## config.mk

```make
export PLATFORM = sky130hd
export DESIGN_NAME = spi_regfile_periph
export DESIGN_NICKNAME = d
export VERILOG_FILES = /design/src/rtl/spi_regfile_periph.sv
export SDC_FILE = /design/constraint.sdc
export NUM_CORES = 1
export LEC_CHECK = 0
export BUFFER_PORTS_ARGS = -buffer_cell sky130_fd_sc_hd__buf_2
export CORE_UTILIZATION = 47
export DETAILED_ROUTE_END_ITERATION = 10
export PLACE_DENSITY = 0.76
export SETUP_SLACK_MARGIN = 0.05
export SLEW_MARGIN = 10
export SYNTH_ARGS = -nofsm -noshare
export SYNTH_HDL_FRONTEND = slang
export SYNTH_SLANG_ARGS = --single-unit
```

## constraint.sdc

```tcl
create_clock -name clk -period 2.8 [get_ports clk]
set_input_delay 0.42 -clock clk [delete_from_list [all_inputs] [get_ports clk]]
set_output_delay 0.42 -clock clk [all_outputs]
set_load 0.01 [all_outputs]
```

## src/rtl/spi_regfile_periph.sv

```systemverilog
// -----------------------------------------------------------------------------
// spi_regfile_periph
// SPI mode-0 peripheral that drives a bank of NUM_REGS control registers,
// each DATA_W bits wide. Frames are MSB first: R/W bit (1 = write), ADDR_W
// address bits, DATA_W data bits. Writes commit on the synchronised nCS rise.
// Reads return the addressed register on cipo, one bit per SCLK fall.
//
// Optional feature macro: SPI_ERRCNT_EN
//   defined   : err_count counts aborted frames (saturating at 8'hFF), is
//               readable at address NUM_REGS, and is cleared by a write frame
//               to address NUM_REGS.
//   undefined : err_count is tied to 0 and address NUM_REGS is invalid.
//
// Ports
//   clk        in   system clock
//   rst_n      in   asynchronous active-low reset
//   nCS        in   chip select, active low, asynchronous
//   SCLK       in   SPI clock, idle low, asynchronous
//   copi       in   controller-out data, sampled on SCLK rise
//   cipo       out  controller-in data, updated on SCLK fall
//   cipo_oe    out  cipo pad output enable
//   regs_flat  out  register bank, reg i = [i*DATA_W +: DATA_W]
//   wr_strobe  out  one-cycle pulse per register on commit
//   err_count  out  aborted-frame counter
// -----------------------------------------------------------------------------
module spi_regfile_periph #(
    parameter int ADDR_W      = 7,
    parameter int DATA_W      = 8,
    parameter int NUM_REGS    = 5,
    parameter int SYNC_STAGES = 2
) (
    input  logic                         clk,
    input  logic                         rst_n,
    input  logic                         nCS,
    input  logic                         SCLK,
    input  logic                         copi,
    output logic                         cipo,
    output logic                         cipo_oe,
    output logic [NUM_REGS*DATA_W-1:0]   regs_flat,
    output logic [NUM_REGS-1:0]          wr_strobe,
    output logic [7:0]                   err_count
);

    localparam int FRAME = 1 + ADDR_W + DATA_W;
    localparam int CNT_W = $clog2(FRAME + 1);
    localparam int RX_W  = ADDR_W + DATA_W;

    localparam logic [CNT_W-1:0]  FRAME_C    = CNT_W'(FRAME);
    localparam logic [CNT_W-1:0]  HDR_LAST_C = CNT_W'(ADDR_W);
    localparam logic [CNT_W-1:0]  ONE_C      = CNT_W'(1);
    localparam logic [ADDR_W-1:0] NUM_REGS_A = ADDR_W'(NUM_REGS);

    localparam logic [1:0] S_IDLE = 2'd0;
    localparam logic [1:0] S_CMD  = 2'd1;
    localparam logic [1:0] S_DATA = 2'd2;
    localparam logic [1:0] S_DONE = 2'd3;

    // Synchroniser chains plus the edge-detect flops
    logic [SYNC_STAGES-1:0] r_ncs_sync;
    logic [SYNC_STAGES-1:0] r_sclk_sync;
    logic [SYNC_STAGES-1:0] r_copi_sync;
    logic                   r_ncs_edge;
    logic                   r_sclk_edge;

    logic w_ncs_s, w_sclk_s, w_copi_s;
    logic w_ncs_rise, w_ncs_fall, w_sclk_rise, w_sclk_fall;

    // Framing state
    logic [1:0]                r_state, w_state_n;
    logic [CNT_W-1:0]          r_cnt, w_cnt_n, w_cnt_inc;
    logic [RX_W-1:0]           r_rx_shift, w_rx_n, w_rx_next;
    logic                      r_rw, w_rw_n;
    logic [ADDR_W-1:0]         r_addr, w_addr_n;
    logic [DATA_W-1:0]         r_tx_shift, w_tx_n;
    logic                      r_cipo, w_cipo_n;
    logic                      r_cipo_oe, w_oe_n;
    logic                      w_commit;

    // Register bank
    logic [NUM_REGS*DATA_W-1:0] r_regs;
    logic [NUM_REGS-1:0]        r_wr_strobe;
    logic [DATA_W-1:0]          w_rd_val;
    logic [ADDR_W-1:0]          w_hdr_addr;
    logic                       w_hdr_rw;

    assign w_ncs_s  = r_ncs_sync[SYNC_STAGES-1];
    assign w_sclk_s = r_sclk_sync[SYNC_STAGES-1];
    assign w_copi_s = r_copi_sync[SYNC_STAGES-1];

    assign w_ncs_rise  =  w_ncs_s  & ~r_ncs_edge;
    assign w_ncs_fall  = ~w_ncs_s  &  r_ncs_edge;
    assign w_sclk_rise =  w_sclk_s & ~r_sclk_edge;
    assign w_sclk_fall = ~w_sclk_s &  r_sclk_edge;

    // The newest copi bit enters at the LSB; the header is complete once
    // ADDR_W+1 bits have arrived, so rw sits just above the address field.
    assign w_rx_next  = (r_rx_shift << 1'b1) | {{(RX_W-1){1'b0}}, w_copi_s};
    assign w_hdr_rw   = w_rx_next[ADDR_W];
    assign w_hdr_addr = w_rx_next[ADDR_W-1:0];
    assign w_cnt_inc  = (r_cnt == FRAME_C) ? r_cnt : (r_cnt + ONE_C);

    // Pin synchronisers and edge-detect flops
    always_ff @(posedge clk or negedge rst_n) begin
        if (!rst_n) begin
            r_ncs_sync  <= {SYNC_STAGES{1'b0}};
            r_sclk_sync <= {SYNC_STAGES{1'b0}};
            r_copi_sync <= {SYNC_STAGES{1'b0}};
            r_ncs_edge  <= 1'b0;
            r_sclk_edge <= 1'b0;
        end else begin
            r_ncs_sync  <= {r_ncs_sync[SYNC_STAGES-2:0], nCS};
            r_sclk_sync <= {r_sclk_sync[SYNC_STAGES-2:0], SCLK};
            r_copi_sync <= {r_copi_sync[SYNC_STAGES-2:0], copi};
            r_ncs_edge  <= w_ncs_s;
            r_sclk_edge <= w_sclk_s;
        end
    end

    // Read-data mux for the address just decoded from the header
    always_comb begin
        w_rd_val = {DATA_W{1'b0}};
        for (int i = 0; i < NUM_REGS; i++) begin
            if (w_hdr_addr == ADDR_W'(i)) begin
                w_rd_val = r_regs[i*DATA_W +: DATA_W];
            end else begin
                w_rd_val = w_rd_val;
            end
        end
`ifdef SPI_ERRCNT_EN
        if (w_hdr_addr == NUM_REGS_A) begin
            w_rd_val = DATA_W'(err_count);
        end else begin
            w_rd_val = w_rd_val;
        end
`endif
    end

    // Next-state logic: nCS rise beats everything (a coincident SCLK rise is
    // dropped), and nCS fall restarts framing from any state.
    always_comb begin
        w_state_n = r_state;
        w_cnt_n   = r_cnt;
        w_rx_n    = r_rx_shift;
        w_rw_n    = r_rw;
        w_addr_n  = r_addr;
        w_tx_n    = r_tx_shift;
        w_cipo_n  = r_cipo;
        w_commit  = 1'b0;
        if (w_ncs_rise) begin
            w_state_n = S_IDLE;
            if ((r_state == S_DONE) && r_rw && (r_addr < NUM_REGS_A)) begin
                w_commit = 1'b1;
            end else begin
                w_commit = 1'b0;
            end
        end else if (w_ncs_fall) begin
            w_state_n = S_CMD;
            w_cnt_n   = {CNT_W{1'b0}};
            w_rx_n    = {RX_W{1'b0}};
            w_rw_n    = 1'b0;
            w_addr_n  = {ADDR_W{1'b0}};
            w_tx_n    = {DATA_W{1'b0}};
        end else begin
            case (r_state)
                S_CMD: begin
                    if (w_sclk_rise) begin
                        w_rx_n  = w_rx_next;
                        w_cnt_n = w_cnt_inc;
                        if (r_cnt == HDR_LAST_C) begin
                            w_state_n = S_DATA;
                            w_rw_n    = w_hdr_rw;
                            w_addr_n  = w_hdr_addr;
                            w_tx_n    = w_hdr_rw ? {DATA_W{1'b0}} : w_rd_val;
                        end else begin
                            w_state_n = S_CMD;
                        end
                    end else begin
                        w_state_n = S_CMD;
                    end
                end
                S_DATA: begin
                    if (w_sclk_rise) begin
                        w_rx_n    = w_rx_next;
                        w_cnt_n   = w_cnt_inc;
                        w_state_n = (w_cnt_inc == FRAME_C) ? S_DONE : S_DATA;
                    end else if (w_sclk_fall && !r_rw) begin
                        w_cipo_n = r_tx_shift[DATA_W-1];
                        w_tx_n   = r_tx_shift << 1'b1;
                    end else begin
                        w_state_n = S_DATA;
                    end
                end
                S_DONE:  w_state_n = S_DONE;
                S_IDLE:  w_state_n = S_IDLE;
                default: w_state_n = S_IDLE;
            endcase
        end
        // Pad drives only while a read frame is in its data phase or finished
        // but still selected; otherwise cipo is parked low.
        w_oe_n = ((w_state_n == S_DATA) || (w_state_n == S_DONE)) && !w_rw_n;
        if (!w_oe_n) begin
            w_cipo_n = 1'b0;
        end else begin
            w_cipo_n = w_cipo_n;
        end
    end

    // Framing state registers and cipo pad outputs
    always_ff @(posedge clk or negedge rst_n) begin
        if (!rst_n) begin
            r_state    <= S_IDLE;
            r_cnt      <= {CNT_W{1'b0}};
            r_rx_shift <= {RX_W{1'b0}};
            r_rw       <= 1'b0;
            r_addr     <= {ADDR_W{1'b0}};
            r_tx_shift <= {DATA_W{1'b0}};
            r_cipo     <= 1'b0;
            r_cipo_oe  <= 1'b0;
        end else begin
            r_state    <= w_state_n;
            r_cnt      <= w_cnt_n;
            r_rx_shift <= w_rx_n;
            r_rw       <= w_rw_n;
            r_addr     <= w_addr_n;
            r_tx_shift <= w_tx_n;
            r_cipo     <= w_cipo_n;
            r_cipo_oe  <= w_oe_n;
        end
    end

    // Register bank update and per-register write strobes
    always_ff @(posedge clk or negedge rst_n) begin
        if (!rst_n) begin
            r_regs      <= {(NUM_REGS*DATA_W){1'b0}};
            r_wr_strobe <= {NUM_REGS{1'b0}};
        end else begin
            for (int i = 0; i < NUM_REGS; i++) begin
                if (w_commit && (r_addr == ADDR_W'(i))) begin
                    r_regs[i*DATA_W +: DATA_W] <= r_rx_shift[DATA_W-1:0];
                    r_wr_strobe[i]             <= 1'b1;
                end else begin
                    r_wr_strobe[i]             <= 1'b0;
                end
            end
        end
    end

`ifdef SPI_ERRCNT_EN
    logic [7:0] r_err_count;
    logic       w_abort;
    logic       w_err_clr;

    // A frame is aborted if nCS rises before the full frame was clocked in
    assign w_abort   = w_ncs_rise && ((r_state == S_CMD) ||
                       ((r_state == S_DATA) && (r_cnt < FRAME_C)));
    assign w_err_clr = w_ncs_rise && (r_state == S_DONE) && r_rw &&
                       (r_addr == NUM_REGS_A);

    // Saturating aborted-frame counter, cleared by a write to its address
    always_ff @(posedge clk or negedge rst_n) begin
        if (!rst_n) begin
            r_err_count <= 8'h00;
        end else if (w_err_clr) begin
            r_err_count <= 8'h00;
        end else if (w_abort && (r_err_count != 8'hFF)) begin
            r_err_count <= r_err_count + 8'h01;
        end else begin
            r_err_count <= r_err_count;
        end
    end

    assign err_count = r_err_count;
`else
    assign err_count = 8'h00;
`endif

    assign regs_flat = r_regs;
    assign wr_strobe = r_wr_strobe;
    assign cipo      = r_cipo;
    assign cipo_oe   = r_cipo_oe;

endmodule
```

# == After elaboration in Yosys (flattened, before gate mapping) ==
# Index checks and enable logic that the tools add are counted.
# totals
wordCells,130
register_bits,86
# op_classes
mux,49
add_sub_neg,1
magnitude_cmp,1
n_bitwise,10
reduce_logical,25
n_eq_ne,25
# ops
cell,count
8-bit 2-to-1 mux,14
7-bit by 2-bit equality test with 1-bit output (second input constant),4
7-bit 2-to-1 mux,4
5-bit 2-to-1 mux,4
1-bit 2-to-1 mux,19
8-bit case mux with 2 select lines,1
7-bit by 1-bit equality test with 1-bit output (second input constant),2
7-bit by 3-bit equality test with 1-bit output (second input constant),2
7-bit zero test,2
2-bit 2-to-1 mux,6
3-bit inequality test (second input constant),4
5-bit equality test (second input constant),2
1-bit logical AND,9
2-bit equality test (second input constant),4
8-bit by 1-bit bitwise OR with 8-bit output,1
2-bit case mux with 4 select lines,1
2-bit nonzero test,4
7-bit by 3-bit less-than comparator with 1-bit output (second input constant),1
2-bit inequality test (second input constant),3
6-bit AND reduction,1
5-bit by 1-bit adder with 5-bit output (second input constant),1
5-bit by 3-bit equality test with 1-bit output (second input constant),1
1-bit NOT,5
5-bit AND reduction,1
10 further kinds,15

# == Longest topological paths before layout ==
# logic_depth
word_depth,13
mapped_depth,7
mapped_depth_nobuf,6

# == Worst setup path before layout ==
# Ideal clock, no wire load.
# synth_path
path_kind,register -> register
from,register r_state[1]
to,register r_regs[0] (netlist: regs_flat[0])
setup_slack_ns,0.303
setup_ns,0.125
arrival_ns,2.372
required_time_ns,2.675
stages_incl_launch_ff,8
path_cell_list,dfrtp_1 -> ha_1 -> or4b_4 -> or4_4 -> buf_6 -> or3_1 -> buf_6 -> mux2_4
# synth_via
elab_chain_len,6
# synth_rtl
element,line_no,source
start: declaration,69,"logic [1:0] r_state, w_state_n;"
start signal: assignment,220,r_state <= w_state_n;
2-bit equality test,151,if ((r_state == S_DONE) && r_rw && (r_addr < NUM_REGS_A)) begin
1-bit logical AND (2 in series),151,
1-bit 2-to-1 mux,151,
1-bit 2-to-1 mux,149,if (w_ncs_rise) begin
1-bit logical AND,238,if (w_commit && (r_addr == ADDR_W'(i))) begin
end signal: assignment,234,r_regs <= {(NUM_REGS*DATA_W){1'b0}};
end signal: indexed assignment,239,r_regs[i*DATA_W +: DATA_W] <= r_rx_shift[DATA_W-1:0];
end: declaration,80,logic [NUM_REGS*DATA_W-1:0] r_regs;
# Every way passes these cells.
# A chain may end at the register's enable or synchronous reset.

# == Worst setup path after layout ==
# layout_path
from,register r_state[1]
to,register r_regs[13] (netlist: regs_flat[13])
# Same word-level chain as after synthesis.

==> impl_metrics.json <==
{
  "die_w_um": 95.1,
  "tritoncts": "done",
  "synth_adder_area_share_pct": 1.84,
  "viasPerCell": 5.53,
  "power_density_mw_per_mm2": 548,
  "grt_pass1_wl_um": 13900,
  "register_area_mm2": 0.00215,
  "max_slew_margin_pct": 48.6,
  "cp_num_buf_inv": 0,
  "drive_gt1_share_pct": 34.8,
  "grt_max_degree": 54,
  "synth_most_common_cell": "dfrtp_1",
  "dpl_cell_area_mm2": 0.00439,
  "fillCellCount": 676,
  "worst_setup_path_start_kind": "register",
  "critPathSlowestCell": "or4_4",
  "drt-initial-drc-count": 191,
  "yosys.area_share.simple_pct": 11.1,
  "dp_hpwl_um": 5790,
  "ant_nets": 0,
  "grt_pass1_vias": 2629,
  "synth_compound_area_share_pct": 6.61,
  "dp_slack_ns": 0.0915,
  "post_drt_wl_per_cell_um": 17.6,
  "cts_sinks": 86,
  "num_vias": 2659,
  "cts_buffers": 9,
  "grt-ovfl-total": 0,
  "cp_cell_sequence": "ha_1 -> or4b_4 -> or4_4 -> nor3_4 -> mux2_2",
  "fin_tns_setup_ns": 0,
  "critPathKind": "reg2reg",
  "clk_pin_slew_ns": 0.08,
  "htree_num_levels": 3,
  "min_path_type": "in2async",
  "rsz0062_at_grt": "no",
  "synth-seq-cells": 86,
  "synth-xor-area-share_pct": 0.861,
  "path_delay_family": "simple AND/OR/NAND/NOR gates",
  "synth_common_cells": "dfrtp_1, mux2_2, nor2_1",
  "portBuffers": 51,
  "die-area_mm2": 0.00904,
  "slowest_delay_ns": 0.57,
  "cts_buffer_depth": 2,
  "worst_pin_slew_ns": 0.761,
  "synth_top_area_share_pct": 52.9,
  "timing.final.ws_setup_ns": 0.232,
  "cp.required_ns": 3.04,
  "timing.final.crit_share_pct": 91.7,
  "status": "completed",
  "synth.area.mux_share_pct": 21.1,
  "setup_viol": 0,
  "worst_r2r_path_depth": 5,
  "crit_fanout": 8,
  "synth_cells": 320,
  "multi_input_area_mm2": 0.00173,
  "regToRegSetupSlack_ns": 0.23,
  "coreArea_mm2": 0.00830,
  "yosysSeqAreaShare_pct": 52.9,
  "final_nets": 382,
  "clock_skew_ns": 0.0124,
  "yosys.area.top_type": "dfrtp_1",
  "wl_um": 8470,
  "avgSynthCellArea_um2": 12.7,
  "drcViolationCount": 0,
  "leakage_nw": 2.39,
  "synthFlopType": "dfrtp_1",
  "ir_drop_mv": 0.376,
  "synth_edf_count": 0,
  "synth_warnings": 0,
  "rows": 33,
  "clock.fmax_ghz": 0.389,
  "fp.dieH_um": 95.1,
  "gp_congestion": 0.885,
  "hold_ws_ns": 0.0903,
  "initial_utilization_pct": 49.0,
  "finalInstanceArea_mm2": 0.00458,
  "synth.distinct_cells": 48,
  "synth_top_family_by_area": "multiplexers",
  "io_pins": 60,
  "clk_latency_ns": 0.36,
  "crit_arrival_ns": 2.81,
  "antenna_cells": 0,
  "grt_usage_pct": 20.7,
  "path_depth": 5,
  "clockRootBuffer": "clkbuf_8",
  "hold_viol": 0,
  "antenna_found_initial": 0,
  "drt_pass1_iterations": 4,
  "fin_util_pct": 55.2,
  "slew_viol_final": 0,
  "end_kind": "register",
  "cts.hold.buffers_added": 0,
  "drv_cap": 0,
  "finalCriticalPeriod_ns": 2.57,
  "async_flop_share_pct": 100,
  "synth_area_mm2": 0.00407,
  "synthToLayoutAreaGrowth_pct": 12.6,
  "synthTopCellsByArea": "dfrtp_1, mux2_2, mux2_4, mux4_2, mux2i_1"
}
## metal layers
metal	GRT usage [%]	part of all wire, %	up-vias
li1	-	-	1230
met1	30.3	47	1345
met2	31.0	47	74
met3	3.03	4.8	10
met4	8.33	1.5	0
met5	0	0	-
## timing repair
action                                  in CTS  in global routing
resized for setup                            0                  2
setup buffers                                0                  0
endpoints found under the setup margin       0                 16
## cell usage in the layout, fill, tap and decap left out, drive strengths merged, types with 3 or more instances in the layout
master and count:
a21boi 7, a221o 7, buf 58, clkbuf 9, clkinv 4, conb 8
dfrtp 86, ha 6, inv 22, mux2 40, mux2i 17, mux4 8
nand2 13, nand2b 5, nor2 23, nor3 5, nor4 5, o21ai 11
or3 5, xnor2 3
## final timing paths
| kind | startpoint | endpoint |
|---|---|---|
| min | rst_n | r_ncs_sync[0] |
| max in group asynchronous | rst_n | r_rx_shift[0] |
| min reg2reg | r_ncs_sync[0] | r_ncs_sync[1] |
| max | r_state[1] | regs_flat[13] |
| max reg2reg | r_state[1] | regs_flat[13] |
| min in group clk | copi | r_copi_sync[0] |
## final cells by class
| type | instances | share of cell area [%] |
|---|---|---|
| sequential | 86 | 46.9 |
| inverter | 20 | 1.64 |
| clock inverter | 7 | 1.28 |
| timing repair buffer | 58 | 6.77 |
| tap | 105 | 2.87 |
| clock buffer | 9 | 2.70 |
| multi-input combinational | 196 | 37.8 |
## kinds of logic (layout without fill, tap and decap cells)
group,after synthesis,count (layout)
compound gates,37,37
xor+xnor,4,4
fa+ha+maj,6,6
buf+inv,45,94
flops,86,86
mux,65,65
other cells,1,8
simple gates,76,76
## stage by stage
| step | total power [W] | instances |
|---|---|---|
| 2_1_floorplan | 0.00161 | 327 |
| 3_3_place_gp | 0.00171 | 465 |
| 3_5_place_dp | 0.00172 | 465 |
| 4_1_cts | 0.00253 | 481 |
| 5_1_grt | 0.00265 | 481 |
| 6_report | 0.00251 | 481 |
## flip-flops by register name, indices dropped and copies added, names as in the netlist, 5 cells and up
| signal | flops |
|---|---|
| r_addr | 7 |
| r_cnt | 5 |
| r_rx_shift | 8 |
| r_tx_shift | 8 |
| regs_flat | 40 |
| wr_strobe | 5 |
## power by group
| group | leakage, nW | switching [W] | internal (W) | total (W) |
|---|---|---|---|---|
| Combinational | 1.12 | 0.000204 | 0.000134 | 0.000338 |
| Sequential | 1.18 | 0.0000793 | 0.00128 | 0.00136 |
| Clock | 0.0917 | 0.000475 | 0.000334 | 0.000810 |
| Total | 2.39 | 0.000759 | 0.00175 | 0.00251 |
No activity file was read; power rests on OpenSTA's default activity.
